===== config.mk =====
export PLATFORM = sky130hd
export DESIGN_NAME = mem_arbiter
export DESIGN_NICKNAME = d
export VERILOG_FILES = /design/src/rtl/mem_arbiter.sv
export SDC_FILE = /design/constraint.sdc
export NUM_CORES = 1
export LEC_CHECK = 0
export ABC_AREA = 1
export BUFFER_PORTS_ARGS = -buffer_cell sky130_fd_sc_hd__buf_2
export CORE_UTILIZATION = 34
export DETAILED_ROUTE_END_ITERATION = 7
export PLACE_DENSITY = 0.67
export RECOVER_POWER = 100
export SYNTH_ARGS = -nofsm -noshare
export SYNTH_HDL_FRONTEND = slang
export SYNTH_SLANG_ARGS = --single-unit
export TNS_END_PERCENT = 1

===== constraint.sdc =====
create_clock -name clk -period 5.7 [get_ports clk]
set_clock_uncertainty 0.2 [all_clocks]
set_input_delay 0.285 -clock clk [delete_from_list [all_inputs] [get_ports clk]]
set_output_delay 0.285 -clock clk [all_outputs]
set_load 0.01 [all_outputs]

===== src/rtl/mem_arbiter.sv =====
// Two-port memory arbiter: an instruction-fetch port and a data port share one memory port.
// A four-state FSM (IDLE/ISSUE/RESP/DONE) keeps at most one memory transaction outstanding.
module mem_arbiter #(
  parameter int XLEN = 32
) (
  input  logic              clk,
  input  logic              rst,
  input  logic              i_req,
  input  logic [XLEN-1:0]   i_addr,
  output logic              i_ack,
  output logic [XLEN-1:0]   i_rdata,
  input  logic              d_req,
  input  logic [XLEN/8-1:0] d_w,
  input  logic [XLEN-1:0]   d_addr,
  input  logic [XLEN-1:0]   d_wdata,
  output logic              d_ack,
  output logic [XLEN-1:0]   d_rdata,
  output logic              m_req,
  output logic [XLEN-1:0]   m_addr,
  output logic [XLEN-1:0]   m_wdata,
  output logic [XLEN/8-1:0] m_w,
  input  logic              m_ready,
  input  logic              m_rvalid,
  input  logic [XLEN-1:0]   m_rdata
);

  typedef enum logic [1:0] {IDLE, ISSUE, RESP, DONE} state_t;

  state_t state;
  logic   last_d;   // 1: the data port won the most recent grant
  logic   grant_d;  // 1: the transaction in flight belongs to the data port
  logic   pick_d;

  // Data wins when it is alone, or on a tie when instruction was granted last.
  assign pick_d = d_req && (!i_req || !last_d);

  // NOTE: every register below uses <= so that all state updates see the pre-edge
  // values; blocking assignments here would make results depend on statement order.
  always_ff @(posedge clk or posedge rst) begin
    if (rst) begin
      state   <= IDLE;
      last_d  <= 1'b1;
      grant_d <= 1'b0;
      m_req   <= 1'b0;
      m_addr  <= '0;
      m_wdata <= '0;
      m_w     <= '0;
      i_ack   <= 1'b0;
      d_ack   <= 1'b0;
      i_rdata <= '0;
      d_rdata <= '0;
    end else begin
      case (state)
        IDLE: begin
          if (i_req || d_req) begin
            grant_d <= pick_d;
            last_d  <= pick_d;
            m_req   <= 1'b1;
            m_addr  <= pick_d ? d_addr  : i_addr;
            m_wdata <= pick_d ? d_wdata : '0;
            m_w     <= pick_d ? d_w     : '0;  // fetches are always reads
            state   <= ISSUE;
          end
        end
        ISSUE: begin
          if (m_ready) begin
            m_req <= 1'b0;
            m_w   <= '0;
            if (m_w != '0) begin
              i_ack <= !grant_d;
              d_ack <= grant_d;
              state <= DONE;
            end else begin
              state <= RESP;
            end
          end
        end
        RESP: begin
          if (m_rvalid) begin
            if (grant_d) d_rdata <= m_rdata;
            else         i_rdata <= m_rdata;
            i_ack <= !grant_d;
            d_ack <= grant_d;
            state <= DONE;
          end
        end
        DONE: begin
          i_ack <= 1'b0;
          d_ack <= 1'b0;
          state <= IDLE;
        end
        default: state <= IDLE;
      endcase
    end
  end

endmodule


== Word-level counts from Yosys, hierarchy flattened ==
Cells that the tools add are included.

* Add/sub/neg operators: 0
* Multiply operators: 0
* Div/mod/pow operators: 0
* $lt $le $gt $ge: 0
* Equality and inequality tests: 7
* Shift operators: 0
* Mux-type cells: 22
* Bitwise operators: 1
* Reduce and logical (&&, ||, !) cells: 16

{| class="wikitable"
|+ Operator list
! kind !! number
|-
| $mux W32 || 2
|-
| $mux W4 || 3
|-
| $reduce_and A3 Y1 || 4
|-
| $mux W1 || 9
|-
| $ne A2 B2 Y1 const B || 4
|-
| $pmux W2 S4 || 1
|-
| $pmux W4 S2 || 1
|-
| $mux W2 || 3
|-
| $pmux W1 S3 || 2
|-
| $eq A2 B2 Y1 const B || 2
|-
| $reduce_and A4 Y1 || 1
|-
| $reduce_bool A4 Y1 || 1
|-
| $logic_not A1 Y1 || 3
|-
| $reduce_bool A3 Y1 || 1
|-
| $eq A2 B1 Y1 const B || 1
|-
| $logic_not A2 Y1 || 1
|-
| $logic_or A1 B1 Y1 || 2
|-
| $pmux W1 S2 || 1
|-
| $reduce_and A2 Y1 || 1
|-
| $reduce_bool A2 Y1 || 1
|-
| $logic_and A1 B1 Y1 || 1
|-
| $not A1 Y1 || 1
|}

* Flip-flop bits (word level): 139
* Bits in latches: 0
* RAM bits: 0
* ROM bits: 0
* Input port bits: 138
* Output and inout bits: 135
* Word-level logic and storage cells: 57
* Memories kept: 0

== Longest topological paths before layout ==
Gate-level depths: netlist (run 1).

* Depth after elaboration: 6
* Gate-level depth with buffers: 10
* Mapped depth without buffers: 8

== Worst setup path after synthesis (run 1) ==
No wires, ideal clock.

* Path type: register to register
* From: register state[0]
* To: register m_addr[0]
* Setup time: 0.124 ns
* Data arrival time: 1.442 ns
* Data required time: 5.376 ns
* Path slack: 3.934 ns
* Cell stages (with the launch flop): 11
* Buffers on the path: 3
* Period minus slack after synthesis: 1.766 ns
* Cell sequence: dfrtp_1 inv_1 ha_1 buf_4 inv_2 a21oi_4 inv_2 buf_4 buf_2 nand2_1 nand2_1

* Word-level cells in the longest chain between the ends: 2

{| class="wikitable"
|+ RTL lines
! item !! line !! text
|-
| from (decl) || 29 || <nowiki>state_t state;</nowiki>
|-
| from (signal assigned) || 41 || <nowiki>state <= IDLE;</nowiki>
|-
| from (signal assigned) || 62 || <nowiki>state <= ISSUE;</nowiki>
|-
| from (signal assigned) || 72 || <nowiki>state <= DONE;</nowiki>
|-
| $logic_not A2 Y1 || 53 || <nowiki>case (state)</nowiki>
|-
| $reduce_and A2 Y1 (no source line) || - ||
|-
| to (signal assigned) || 59 || <nowiki>m_addr <= pick_d ? d_addr : i_addr;</nowiki>
|-
| to (decl) || 19 || <nowiki>output logic [XLEN-1:0] m_addr,</nowiki>
|}

No other way between the ends.
A chain may end at the register's enable or synchronous reset.

== Final worst setup path (run 1) ==
* From: register state[1]
* To: register m_wdata[17]

* Word-level cells in the longest chain between the ends: 2

{| class="wikitable"
|+ RTL lines
! item !! line !! text
|-
| $logic_not A2 Y1 || 53 ||
|-
| $reduce_and A2 Y1 (no source line) || - ||
|-
| to (signal assigned) || 60 || <nowiki>m_wdata <= pick_d ? d_wdata : '0;</nowiki>
|-
| to (decl) || 20 || <nowiki>output logic [XLEN-1:0] m_wdata,</nowiki>
|}

No other way between the ends.

==> impl_metrics.yaml, run 1 <==
finish:
  design_area_um2: 8920
  antenna_cells: 0
  finalNetCount: 1185
  fill_cells: 1519
  layout-drive-gt1-share_pct: 17.0
  syn2layout_area_growth_pct: 54.2
global_route:
  met3_usage_pct: 5.94
  grt_max_degree: 78
  track_usage_pct: 20.1
  grt_pass1_vias: 5777
  grt.overflow.total: 0
  busiest_layer: "met2"
  use_met2_pct: 33.8
  antenna_found_initial: 1
  grt_first_pass_wirelength_um: 27800
  grt_util_met1_pct: 24.1
place:
  gp_congestion: 0.795
  dpl-instance-area_um2: 7330
  post-dp-hpwl_um: 10500
  portBuffers: 272
critical_path:
  crit_arrival_ns: 3.84
  critPathCapture: "m_wdata[17]"
  worstPathCellList: "inv_1, ha_1, clkbuf_1, inv_1, a21oi_4, buf_4, inv_2, nand2_1, nand2_1"
  crit_slowest_cell: "clkbuf_1"
  r2r_slack_ns: 1.95
  r2r-end: "m_wdata[17]"
  crit_fanout: 65
  critPathMaxStageDelay_ns: 1.08
  crit_path_end_kind: "register"
  startpoint: "state[1]"
  rr_startpoint: "state[1]"
  critPathKind: "register to register"
  start_kind: "register"
  required_ns: 5.79
  r2r_cells: 9
clock_network:
  cts_tree: "built"
  cts_sinks: 139
  cts_max_level: 4
  cts-buffers-inserted: 17
  cts.clk_slew.worst_paths_ns: 0.06
  insertion_delay_ns: 0.41
  root_buffer: "clkbuf_16"
  clock_path_buffers: 2
  post_cts_buffers: 0
drt:
  routed_wl_um: 17300
  dr.pass1.iters: 4
  wl_per_cell_um: 13.6
  antenna_left: 0
  vias_per_cell: 4.52
  first_iter_violations: 230
  drc: 0
  num_vias: 5762
sta:
  finalMaxSlewViolations: 208
  relSlewSlack_pct: -126
  finalSetupTns_ns: 0
  tightest_slew_ns: 3.37
  rsz0062_at_grt: "no"
  finalSetupViolCount: 0
  min_period_ns: 3.75
  hold_violations: 0
  holdWs_ns: 0.0228
  max_freq_ghz: 0.267
  timing.final.crit_share_pct: 65.8
synth:
  yosys.area.top_type_share_pct: 59.7
  synthCells: 663
  syn_avg_cell_area_um2: 8.73
  synthesis.nets: 806
  synth_warnings: 0
  syn_area_um2: 5790
  synth_top_area_cell: "dfrtp_1"
  synth-seq-cells: 139
  synth.area.top_cells: "dfrtp_1 (60%), nand2_1 (16%), o21ai_0 (6.3%), inv_1 (5.1%), o211ai_1 (4.2%)"
  ys_seq_area_share_pct: 60.1
  yosys.cell_types.count: 16
power_and_ir_drop:
  max-vdd-ir-drop_v: 0.000207
  finalPower_w: 0.00441
  power_density_nw_per_um2: 494
  p_leak_nw: 4.64
job:
  drv_cap: 3
run_status:
  status: "finished with violations"
  violations: "capacitance limit, slew limit"
hold_path:
  hold_depth: 5
  hp-class: "input port to register"
floorplan:
  initial_core_util_pct: 34.9
  dieArea_um2: 17500
  pin_count: 273
  rows: 47
  die_w_um: 132
  core_um2: 16600
  die_h_um: 132
==> critical path: cells and delay by family (launching register included) <==
kind,cells,cell delay [ns]
buffers and inverters,5,2.36
flip-flops,1,0.39
AND/OR/NAND/NOR,2,0.32
AO/OA/AOI/OAI,1,0.18
adder cells (fa/ha/maj),1,0.16
==> area by class of cell <==
| cell class | instances | area [um^2] | area share (%) |
|---|---|---|---|
| sequential | 139 | 3480 | 39.0 |
| clock inverter | 13 | 164 | 1.84 |
| tap | 220 | 275 | 3.08 |
| timing repair buffer | 396 | 2400 | 26.9 |
| multi-input combinational | 406 | 1850 | 20.8 |
| inverter | 82 | 309 | 3.46 |
| clock buffer | 18 | 439 | 4.92 |
==> worst min path at each step <==
stage,start,endpoint,slack [ns]
after global routing,i_addr[21],m_addr[21],0.04
final,i_addr[21],m_addr[21],0.02
after global placement,m_wdata[10],m_wdata[10],0.25
after floorplan,d_w[0],m_w[0],0.23
after CTS,i_addr[16],m_addr[16],0.0004
after detailed placement,m_wdata[10],m_wdata[10],0.25
==> per-layer routing <==
layer	wire, um	share of wire (%)
met1	7370	43
met2	8240	48
met3	1310	7.6
met4	389	2.2
met5	13	0.075
==> stage by stage <==
stage	utilization [%]	std cells	worst slack, ns
2_1_floorplan	-	663	1.49
3_3_place_gp	44.2	1126	3.03
3_5_place_dp	44.2	1126	2.97
4_1_cts	54.9	1274	2.94
5_1_grt	53.8	1274	1.49
6_report	53.8	1274	1.95
==> report_power, final <==
group	switching [W]	total, W	leakage, nW	internal (W)
Clock	0.000423	0.00112	0.293	0.000701
Combinational	0.00102	0.00160	2.60	0.000578
Sequential	0.000251	0.00168	1.75	0.00143
Total	0.00170	0.00441	4.64	0.00271
==> cells in the final DEF, fill, tap and decap left out, types with 4 or more instances in the layout <==
cell type,count
nand2_1,249
dfrtp_1,138
clkbuf_1,138
buf_2,137
dlygate4sd3_1,117
inv_1,79
o21ai_0,73
nand3_1,37
o211ai_1,32
clkbuf_16,17
nor2_1,6
ha_1,5
inv_6,4
buf_4,4
==> flip-flops by register name, indices dropped and copies added, names as in the netlist <==
signal and count:
i_rdata 32, m_req 1, m_w 4, d_rdata 32
grant_d 1, i_ack 1, last_d 1, state 2
m_addr 32, d_ack 1, m_wdata 32
==> logic make-up after synthesis <==
kind of cell,Yosys count,synth area share [%]
compound gates,106,10.7
fa+ha+maj,5,1.08
simple gates,295,20.0
buf+inv,118,8.06
flops,139,60.1
==> cells in the mapped netlist <==
cell type / n
a21oi_4: 1
buf_1: 1
buf_2: 13
buf_4: 2
clkbuf_1: 20
clkinv_1: 1
dfrtp_1: 138
dfstp_2: 1
ha_1: 5
inv_1: 79
inv_2: 2
nand2_1: 250
nand3_1: 39
nor2_1: 6
o211ai_1: 32
o21ai_0: 73
==> what timing repair did <==
action                                  CTS  global route
hold buffers                            117             0
endpoints found under the setup margin    0             0
hold endpoints to repair                207             0
gates resized for setup                   0             0
(Power assumes the default switching activity.)
==> run 2: changes to the inputs <==
--- a/config.mk
+++ b/config.mk
@@ -9,7 +9,7 @@
 export BUFFER_PORTS_ARGS = -buffer_cell sky130_fd_sc_hd__buf_2
 export CORE_UTILIZATION = 34
 export DETAILED_ROUTE_END_ITERATION = 7
-export PLACE_DENSITY = 0.67
+export PLACE_DENSITY = 0.69
 export RECOVER_POWER = 100
 export SYNTH_ARGS = -nofsm -noshare
 export SYNTH_HDL_FRONTEND = slang
==> constraint.sdc (replaced) <==
create_clock -name clk -period 3.2 [get_ports clk]
set_clock_uncertainty 0.2 [all_clocks]
set_input_delay 0.16 -clock clk [delete_from_list [all_inputs] [get_ports clk]]
set_output_delay 0.16 -clock clk [all_outputs]
set_load 0.01 [all_outputs]
==> run 2 against run 1 <==
The flow still finishes with violations (capacitance limit, slew limit). Routed wire length up 3.0%. Worst setup slack worse by 1.6 ns. Clock-buffer cell count increased by 1. Register-to-register slack got worse by 1.6 ns. First-iteration DRC count rose by 29%. Non-clock buffer count up 18. Global-route usage rose by 0.97 points. Sequential power grew 78%. Critical path depth decreased by 1. Worst hold slack gained 0.031 ns.
==> impl_metrics.yaml, run 2 (synthesized netlist as in run 1, its figures left out) <==
floorplan:
  die_w_um: 132
  core_um2: 16600
  pin_count: 273
  rows: 47
  die_h_um: 132
  dieArea_um2: 17500
  initial_core_util_pct: 34.9
global_route:
  grt_first_pass_wirelength_um: 29200
  grt_max_degree: 66
  grt_pass1_vias: 5988
  track_usage_pct: 21.1
  antenna_found_initial: 1
  grt.overflow.total: 0
clock_network:
  root_buffer: "clkbuf_16"
  cts_repair_resize_count: 0
  insertion_delay_ns: 0.41
  cts_max_level: 4
  cts-buffers-inserted: 17
  cts_hold_buffers: 133
  post_cts_buffers: 0
  clock_path_buffers: 2
  cts.clk_slew.worst_paths_ns: 0.06
  cts_sinks: 139
  cts_tree: "built"
critical_path:
  crit_path_end_kind: "register"
  critPathKind: "register to register"
  start_kind: "register"
  crit_fanout: 25
  required_ns: 3.35
  crit_arrival_ns: 2.99
run_status:
  status: "finished with violations"
  violations: "capacitance limit, slew limit"
sta:
  tightest_slew_ns: 1.77
  timing.final.crit_share_pct: 88.9
  min_period_ns: 2.84
  finalMaxSlewViolations: 35
  max_freq_ghz: 0.352
  rsz0062_at_grt: "no"
  hold_violations: 0
  relSlewSlack_pct: -18.5
  finalSetupTns_ns: 0
  finalSetupViolCount: 0
power_and_ir_drop:
  pwr-share-comb_pct: 36.9
  max-vdd-ir-drop_v: 0.000446
  power_density_nw_per_um2: 870
  pwr-share-clk_pct: 25.5
  p_leak_nw: 4.70
  power_frac_seq_pct: 37.6
  internal_power_w: 0.00490
  switchingPower_w: 0.00305
  switching_share_pct: 38.4
finish:
  syn2layout_area_growth_pct: 57.8
  design_area_um2: 9130
  regArea_um2: 3480
  final_common_cell: "nand2_1"
  finalNetCount: 1203
  most-common-layout-cells: "nand2_1 (249), dfrtp_1 (138), buf_2 (137)"
  multi_input_area_um2: 1850
  layout-drive-gt1-share_pct: 17.1
  fill_cells: 1521
drt:
  wl_per_cell_um: 13.8
  num_vias: 5815
  drc: 0
  vias_per_cell: 4.49
  routed_wl_um: 17800
  antenna_left: 0
  first_iter_violations: 297
  dr.pass1.iters: 5
place:
  gp_congestion: 0.811
  portBuffers: 272
  post-dp-hpwl_um: 10900
  dpl-instance-area_um2: 7370
job:
  drv_cap: 1
hold_path:
  hp-class: "input port to register"
==> run 2: cell types whose count changed in the layout (fill, tap and decap cells not counted), sizes merged <==
cell and change:
clkbuf +3, clkinv +1, clkinvlp +1, diode +1
dlygate4sd3 +16, inv -2
==> run 2: power groups by stage <==
stage / logic [W] / registers, W / clock network, W
detailed placement: 0.00291 / 0.00296 / 0
global placement: 0.00283 / 0.00296 / 0
finish: 0.00293 / 0.00299 / 0.00203
floorplan: 0.00131 / 0.00332 / 0
CTS: 0.00316 / 0.00295 / 0.00209
global route: 0.00332 / 0.00308 / 0.00216
==> run 2: per-stage QoR <==
step	total power (W)	hold slack (ns)	cells	setup WS, ns	utilization, %
4_1_cts	0.00820	0.0324	1293	0.608	56.2
3_5_place_dp	0.00586	0.174	1128	0.872	44.5
5_1_grt	0.00856	0.117	1294	0.212	55.1
3_3_place_gp	0.00579	0.177	1128	0.972	44.5
6_report	0.00795	0.0533	1294	0.356	55.1
2_1_floorplan	0.00463	0.102	663	1.11	-
==> run 2: final timing paths <==
kind,cells past startpoint,slack (ns),to,from
worst min register to register,2,0.27,m_wdata[16],m_wdata[16]
min in group asynchronous,3,0.54,m_wdata[16],rst
worst max-delay path,8,0.36,m_addr[3],state[0]
max in group asynchronous,4,1.00,d_rdata[12],rst
worst min-delay path,7,0.05,d_ack,m_rvalid
worst max register to register,8,0.36,m_addr[3],state[0]
==> run 2: per-layer routing <==
layer	part of all wire [%]	vias up	global-route usage, %
met1	43	2673	25.2
li1	-	2871	-
met3	5.9	28	5.59
met5	0	-	0
met4	2.3	0	8.24
met2	49	243	36.0
==> run 2: critical path: stages, from the launching register on <==
cell	delay, ns
dfrtp_1	0.42
inv_1	0.13
ha_1	0.18
inv_1	0.08
a21oi_4	0.29
clkbuf_2	0.53
o211ai_1	0.24
dlygate4sd3_1	0.64
nand2_1	0.06
==> run 2: final cells by class <==
cell class	count	share of cell area, %
diodes	1	0.0274
clock buffers	19	4.85
clock inverters	13	1.82
multi-input cells	406	20.3
well taps	220	3.01
repair buffers	414	28.5
flip-flops and latches	139	38.1
inverters	82	3.38
==> run 3: changes to the inputs <==
--- a/config.mk
+++ b/config.mk
@@ -9,7 +9,7 @@
 export BUFFER_PORTS_ARGS = -buffer_cell sky130_fd_sc_hd__buf_2
 export CORE_UTILIZATION = 34
 export DETAILED_ROUTE_END_ITERATION = 7
-export PLACE_DENSITY = 0.69
+export PLACE_DENSITY = 0.67
 export RECOVER_POWER = 100
 export SYNTH_ARGS = -nofsm -noshare
 export SYNTH_HDL_FRONTEND = slang
==> constraint.sdc (replaced) <==
create_clock -name clk -period 2.9 [get_ports clk]
set_clock_uncertainty 0.2 [all_clocks]
set_input_delay 0.145 -clock clk [delete_from_list [all_inputs] [get_ports clk]]
set_output_delay 0.145 -clock clk [all_outputs]
set_load 0.01 [all_outputs]
==> run 3 against run 2 <==
The run still ends with capacitance limit, slew limit left. Core utilization is 0.26 points lower. Cell area is 0.47% lower. Final cell count is 0.23% lower. Critical path depth stayed put. Combinational power is 11% higher. Worst hold slack better by 0.0038 ns. First-iteration DRC count is 19% lower. Sequential share of layout area is 0.18 points higher. Critical path type unchanged. Critical endpoint is now m_addr[8]. Largest cell class unchanged. Largest power group unchanged.
==> impl_metrics.yaml, run 3 (synthesized netlist as in run 1, its figures left out) <==
drt:
  wl_per_cell_um: 13.5
  first_iter_violations: 241
  routed_wl_um: 17400
  dr.pass1.iters: 5
  antenna_left: 0
  num_vias: 5795
  drc: 0
  vias_per_cell: 4.49
critical_path:
  r2r_cells: 8
  required_ns: 3.04
  critPathCapture: "m_addr[8]"
  startpoint: "state[1]"
  crit_path_end_kind: "register"
  crit_fanout: 29
  critPathKind: "register to register"
  start_kind: "register"
  r2r-end: "m_addr[8]"
  r2r_slack_ns: 0.42
  rr_startpoint: "state[1]"
  crit_arrival_ns: 2.61
place:
  portBuffers: 272
  preCtsSetupSlack_ns: 0.601
  post-dp-hpwl_um: 10400
  gp_congestion: 0.830
global_route:
  grt_first_pass_wirelength_um: 27800
  grt.overflow.total: 0
  grt_pass1_vias: 5611
  track_usage_pct: 20.0
  antenna_found_initial: 0
  grt_max_degree: 140
sta:
  timing.final.crit_share_pct: 85.4
  layout_setup_ws_ns: 0.424
  relSlewSlack_pct: -25.5
  finalSetupViolCount: 0
  max_freq_ghz: 0.404
  finalSetupTns_ns: 0
  hold_violations: 0
  finalMaxSlewViolations: 140
  min_period_ns: 2.48
  rsz0062_at_grt: "no"
  tightest_slew_ns: 1.88
floorplan:
  die_w_um: 132
  die_h_um: 132
  core_um2: 16600
  pin_count: 273
  initial_core_util_pct: 34.9
  dieArea_um2: 17500
  rows: 47
job:
  drv_cap: 1
power_and_ir_drop:
  internal_power_w: 0.00533
  power_frac_seq_pct: 38.0
  power_density_nw_per_um2: 955
  max-vdd-ir-drop_v: 0.000417
  pwr-share-comb_pct: 37.6
  p_leak_nw: 4.68
  switching_share_pct: 38.6
  switchingPower_w: 0.00335
  pwr-share-clk_pct: 24.5
clock_network:
  root_buffer: "clkbuf_16"
  cts_tree: "built"
  clock_path_buffers: 2
  cts_max_level: 4
  cts.clk_slew.worst_paths_ns: 0.06
  insertion_delay_ns: 0.40
  cts_sinks: 139
  cts-buffers-inserted: 17
run_status:
  violations: "capacitance limit, slew limit"
  status: "finished with violations"
finish:
  syn2layout_area_growth_pct: 57.1
  most-common-layout-cells: "nand2_1 (249), dfrtp_1 (138), buf_2 (136), clkbuf_1 (136), dlygate4sd3_1 (133)"
  antenna_cells: 0
  finalNetCount: 1202
  final_common_cell: "nand2_1"
  layout-drive-gt1-share_pct: 17.0
  fill_cells: 1520
hold_path:
  hp-class: "input port to register"
## run 3: how the worst min path moves through the flow
stage | start | endpoint | slack, ns | cells past startpoint
2_1_floorplan | d_w[0] | m_w[0] | 0.09 | 2
3_3_place_gp | d_wdata[13] | m_wdata[13] | 0.18 | 3
3_5_place_dp | d_wdata[27] | m_wdata[27] | 0.18 | 3
4_1_cts | m_ready | i_ack | 0.04 | 7
5_1_grt | m_rvalid | i_ack | 0.09 | 7
6_report | m_rvalid | d_ack | 0.06 | 7
## run 3: layout make-up
cell class                 count  area, um^2  area share [%]
clock buffer                  18         439            4.83
sequential                   139        3480            38.3
timing repair buffer         413        2590            28.5
clock inverter                13         144            1.58
tap                          220         275            3.03
inverter                      82         312            3.43
multi-input combinational    406        1850            20.4
## run 3: critical path: stages (launching register included)
cell           delay [ns]
dfrtp_1              0.40
inv_1                0.13
ha_1                 0.19
inv_1                0.08
a21oi_4              0.22
buf_4                0.35
o211ai_1             0.15
dlygate4sd3_1        0.59
nand2_1              0.06
## run 3: metrics by stage
step                      instance area (um^2)  hold slack, ns  util [%]  power, W  std cells
after floorplan                           5790          0.0873         -   0.00511        663
after global placement                    7370           0.176      44.4   0.00641       1127
after detailed placement                  7370           0.181      44.4   0.00648       1127
after CTS                                 9280          0.0381      56.0   0.00895       1291
after global routing                      9090          0.0922      54.8   0.00936       1291
final                                     9090          0.0571      54.8   0.00868       1291
## run 3: power by group through the flow
stage	Sequential, W	Combinational [W]	Clock [W]
after floorplan	0.00366	0.00145	0
after global placement	0.00325	0.00316	0
after detailed placement	0.00326	0.00322	0
after CTS	0.00325	0.00350	0.00220
after global routing	0.00340	0.00368	0.00227
final	0.00329	0.00326	0.00212
## run 3: metal layers
metal  GRT usage [%]  wire length (um)  vias to the layer above  share of wire [%]
met3            5.56              1190                       17                6.9
met2            34.4              8610                      223                 49
met1            24.4              7370                     2684                 42
li1                -                 -                     2871                  -
met4            6.19               231                        0                1.3
met5               0                 0                        -                  0
## run 3: what timing repair did
action	in CTS	in global routing
hold buffers	133	0
endpoints found under the hold margin	270	0
gates resized for setup	0	0
endpoints found under the setup margin	0	0
buffers inserted	0	0
